`src/rtl/display_arb_pkg.sv`:
```
// Shared constants and types for the display arbiter slice.
package display_arb_pkg;

  localparam int unsigned NREQ = 3;

  typedef enum logic {
    ST_IDLE,
    ST_HOLD
  } state_t;

  // After reset the pointer sits on the last requester so requester 0 wins first.
  localparam logic [1:0] LAST_RESET = 2'd2;

  // One-hot (or zero) requester vector to its index; zero maps to 0.
  function automatic logic [1:0] onehot_idx(input logic [NREQ-1:0] oh);
    if (oh[2]) return 2'd2;
    if (oh[1]) return 2'd1;
    return 2'd0;
  endfunction

endpackage

```
`src/rtl/rr_pick3.sv`:
```
// Combinational round-robin pick among three requesters, searching from last+1.
module rr_pick3
  import display_arb_pkg::*;
(
  input  logic [NREQ-1:0] req,
  input  logic [1:0]      last,
  output logic [NREQ-1:0] win,
  output logic            valid
);

  // First pending requester in the order last+1, last+2, last (mod 3).
  always_comb begin : pick
    logic [1:0] idx;
    win   = '0;
    valid = 1'b0;
    idx   = '0;
    for (int unsigned k = 1; k <= NREQ; k++) begin
      idx = 2'((32'(last) + k) % NREQ);
      if (!valid && req[idx]) begin
        win[idx] = 1'b1;
        valid    = 1'b1;
      end
    end
  end

endmodule

```
`src/rtl/display_arbiter.sv`:
```
// Arbitrates three requesters for one seven-segment display with a minimum dwell.
module display_arbiter
  import display_arb_pkg::*;
#(
  parameter int W     = 32,
  parameter int DWELL = 8
) (
  input  logic                clk,
  input  logic                rst_n,
  input  logic                en,
  input  logic [NREQ-1:0]     req,
  input  logic [NREQ*W-1:0]   num_in,
  input  logic [NREQ*8-1:0]   dots_in,
  output logic [NREQ-1:0]     grant,
  output logic [W-1:0]        num,
  output logic [7:0]          dots,
  output logic                busy
);

  localparam logic [7:0] DWELL_C = 8'(DWELL);

  state_t          state;
  logic [7:0]      cnt;
  logic [1:0]      last;
  logic [NREQ-1:0] pick_req;
  logic [NREQ-1:0] win;
  logic            win_valid;
  logic [1:0]      win_idx;
  logic [1:0]      own_idx;

  // Masking the current owner means one picker serves both IDLE and HOLD:
  // in IDLE grant is zero, in HOLD only the other requesters compete.
  assign pick_req = req & ~grant;
  assign win_idx  = onehot_idx(win);
  assign own_idx  = onehot_idx(grant);
  assign busy     = |grant;

  rr_pick3 u_pick (
    .req   (pick_req),
    .last  (last),
    .win   (win),
    .valid (win_valid)
  );

  // Grant FSM with dwell counter; num/dots always track the granted owner.
  always_ff @(posedge clk) begin
    if (!rst_n) begin
      state <= ST_IDLE;
      grant <= '0;
      num   <= '0;
      dots  <= '0;
      cnt   <= '0;
      last  <= LAST_RESET;
    end else begin
      case (state)
        ST_IDLE: begin
          if (win_valid) begin
            state <= ST_HOLD;
            grant <= win;
            last  <= win_idx;
            cnt   <= '0;
            num   <= num_in[win_idx*W +: W];
            dots  <= dots_in[win_idx*8 +: 8];
          end else begin
            grant <= '0;
            num   <= '0;
            dots  <= '0;
          end
        end
        ST_HOLD: begin
          if ((req & grant) == '0) begin
            // Owner release wins over dwell expiry.
            state <= ST_IDLE;
            grant <= '0;
            num   <= '0;
            dots  <= '0;
            cnt   <= '0;
            last  <= own_idx;
          end else if (cnt == DWELL_C && win_valid) begin
            grant <= win;
            last  <= win_idx;
            cnt   <= '0;
            num   <= num_in[win_idx*W +: W];
            dots  <= dots_in[win_idx*8 +: 8];
          end else begin
            if (en && cnt != DWELL_C) cnt <= cnt + 8'd1;
            num  <= num_in[own_idx*W +: W];
            dots <= dots_in[own_idx*8 +: 8];
          end
        end
        default: begin
          state <= ST_IDLE;
          grant <= '0;
        end
      endcase
    end
  end

endmodule

```
`config.mk`:
```
export PLATFORM = sky130hd
export DESIGN_NAME = display_arbiter
export DESIGN_NICKNAME = d
export VERILOG_FILES = /design/src/rtl/display_arb_pkg.sv /design/src/rtl/rr_pick3.sv /design/src/rtl/display_arbiter.sv
export SDC_FILE = /design/constraint.sdc
export NUM_CORES = 1
export LEC_CHECK = 0
export CORE_MARGIN = 2
export CORE_UTILIZATION = 44
export CTS_CLUSTER_SIZE = 8
export DETAILED_ROUTE_END_ITERATION = 6
export HOLD_SLACK_MARGIN = 0.15
export PLACE_DENSITY_LB_ADDON = 0.1
export SKIP_CTS_REPAIR_TIMING = 1
export SKIP_LAST_GASP = 1
export SYNTH_ARGS = -nofsm -noshare
export SYNTH_HDL_FRONTEND = slang
export SYNTH_SLANG_ARGS = --single-unit
export TNS_END_PERCENT = 30
```
`constraint.sdc`:
```
create_clock -name clk -period 3.6 [get_ports clk]
set_input_delay 0.72 -clock clk [delete_from_list [all_inputs] [get_ports clk]]
set_output_delay 0.72 -clock clk [all_outputs]
set_load 0.05 [all_outputs]
```
==> reports/qor.yml <==
power_and_ir_drop:
  p_sw_mw: 2.53
  ir_worst_vdd_mv: 0.453
  total_leakage_power_nw: 2.01
  power_density_nw_per_um2: 785
  netSwitchingFraction: 0.535
  p_comb_frac: 0.730
  internal_power_mw: 2.20
  p_clk_frac: 0.077
  sequentialPowerShare: 0.192
detailed_routing:
  dr.pass1.iters: 4
  dr.first_iter.drc_count: 197
  viasPerCell: 5.93
  avgRoutedWirePerCell_um: 18.1
  route.vias.total: 4647
  antenna_left: 0
  totalWireLength_um: 14200
  drc_errors: 0
synthesis:
  synth-edff-count: 0
  synthArstFlopShare: 0
  yosysTopAreaCellShare: 0.255
  synth_cells: 508
  syn-cell-area_um2: 4240
  netlist_top_cells_area: "dfxtp_1 26%, mux2i_1 15%, a21oi_1 6.3%"
  synth.largest_area_cell: "dfxtp_1"
  synth.avg_cell_area_um2: 8.34
  yosysMostFrequentCell: "mux2i_1"
  ys.flop_type: "dfxtp_1"
  seq_area_frac_synth: 0.255
  ys_seq_elements: 54
  yosysWarnings: 0
  synth.distinct_cells: 60
  synth_nets: 640
  yosys-top-cells-count: "65 x mux2i_1, 54 x dfxtp_1, 53 x a21oi_1, 41 x o21ai_0, 36 x nand2_1"
job:
  maxCapViolations: 0
setup_path:
  slowest_stage: "and2_1"
  crit_start: "req[2]"
  start_kind: "input port"
  worstPathMaxFanout: 24
  rr_startpoint: "last[0]"
  cp.required_ns: 3.84
  max_stage_delay_ns: 0.59
  r2r_end: "num[26]"
  cp-end-kind: "flop"
  reg2reg_setup_slack_ns: 0.64
  r2r_cells: 8
  path_cells: "clkdlybuf4s50_1, nor3b_1, a221o_1, a211o_4, and2_1, o21ai_0, a21oi_1"
  path_class: "input port to flop"
  critPathArrivalTime_ns: 3.22
die:
  rows: 35
  die_y_um: 102
  die_x_um: 102
  initial_core_util: 0.456
  dieArea_um2: 10400
  core_area_um2: 9280
  ios: 170
sta:
  hold_violations: 0
  clock.fmax_mhz: 336
  tns_ns: 0
  final.min_clock_period_ns: 2.98
  rsz0062_at_grt: "false"
  finalCritPeriodShare: 0.827
  clock_skew_ns: 0.0187
  setup_viol: 0
  slew_headroom: 0.468
  finalMaxSlewViolations: 0
  tightest_slew_ns: 0.799
clock_network:
  cts_sinks: 54
  path_clk_slew_ns: 0.11
  clock_tree.htree_level_count: 2
  clock-root-buffer: "clkbuf_8"
  clock_latency_ns: 0.32
  cts_buffers: 5
  cts_tree: "yes"
  cts_buffer_depth: 2
status:
  outcome: "finished, final reports clean"
grt:
  grt_max_degree: 84
  grt_pass1_vias: 4620
  grt-ovfl-total: 0
  track_usage: 0.260
  grt_first_pass_wirelength_um: 21800
  antenna_found_initial: 0
final_layout:
  drive_above_1_share: 0.0872
  antenna_cells: 0
  area_growth_syn_to_layout_pct: 42.0
  fin_nets: 785
  postLayoutCoreUtil: 0.648
min_path:
  hold_path_startpoint: "cnt[7]"
  worstHoldPathCells: 1
  holdCritPathClass: "flop to flop"
  holdPathEnd: "cnt[7]"
placed_design:
  place_congestion: 0.899
  io_buffers: 169
  hpwl_um: 9950
## cells by family (layout without fill, tap and decap cells)
family,after synthesis,after routing,synth area share
AOI/OAI and AO/OA,202,202,0.329
xor gates and xnor gates,4,4,0.00827
adders and majority gates,6,6,0.0177
buffers and inverters,53,199,0.0723
DFF,54,54,0.255
muxes,67,67,0.159
and+or+nand+nor,122,122,0.159
## sequential cells by signal (all words and copies together), names as in the netlist
register  count
num          32
cnt           8
dots          8
grant         3
last          2
state         1
## critical path: cells and delay by family
family | cells | cell delay [ns]
AOI/OAI and AO/OA | 4 | 1.04
buffers and inverters | 1 | 0.53
and+or+nand+nor | 2 | 0.92
## layout make-up
class                   count  area [um^2]
well taps                 129          161
repair buffers            184         1800
multi-input cells         401         2850
inverters                   7         26.3
clock buffers               5         68.8
clock inverters             3         21.3
fillers                   831         3270
flip-flops and latches     54         1080
## routing by layer
metal	routed length (um)	track usage	vias to the layer above
met4	216	0.0769	0
met1	5820	0.307	2198
met2	6980	0.465	210
met5	0	0	-
li1	-	-	2220
met3	1140	0.0663	19
## how the worst max path moves through the flow
stage               to  slack [ns]  cells after the start
3_5_place_dp   num[26]        0.29                      7
4_1_cts        num[26]        0.64                      8
3_3_place_gp   num[26]        0.39                      7
6_report       num[30]        0.62                      7
5_1_grt        num[30]        0.38                      8
2_1_floorplan     busy        0.88                      4
## power groups by stage
| stage | Combinational (mW) | Clock [mW] | Sequential (mW) |
|---|---|---|---|
| 2_1_floorplan | 1.96 | 0 | 1.52 |
| 3_3_place_gp | 3.37 | 0 | 0.921 |
| 3_5_place_dp | 3.43 | 0 | 0.921 |
| 4_1_cts | 3.44 | 0.372 | 0.909 |
| 5_1_grt | 3.70 | 0.391 | 0.930 |
| 6_report | 3.45 | 0.365 | 0.909 |
## cells in the final DEF (no fill, tap or decap), types with 6 or more instances in the layout
cell             count
clkdlybuf4s50_1    169
mux2i_1             65
a21oi_1             53
dfxtp_1             52
o21ai_0             41
nand2_1             36
o21ai_1             29
nor2_1              29
a32oi_1             24
nand3b_1            16
buf_4               15
o211ai_2            10
a211oi_2             9
a211oi_1             8
inv_1                7
nand2b_1             7
nand3_1              7
ha_1                 6
## metrics by stage
stage / total power [mW] / instance area [um^2] / cells / setup slack (ns) / hold slack (ns)
detailed placement: 4.35 / 5930 / 775 / 0.292 / 0.469
global route: 5.02 / 6020 / 783 / 0.383 / 0.551
global placement: 4.29 / 5930 / 775 / 0.389 / 0.449
finish: 4.72 / 6020 / 783 / 0.624 / 0.495
CTS: 4.72 / 6020 / 783 / 0.637 / 0.491
floorplan: 3.48 / 4240 / 508 / 0.878 / 0.432
Note: power is estimated with default switching activity, not from simulation.
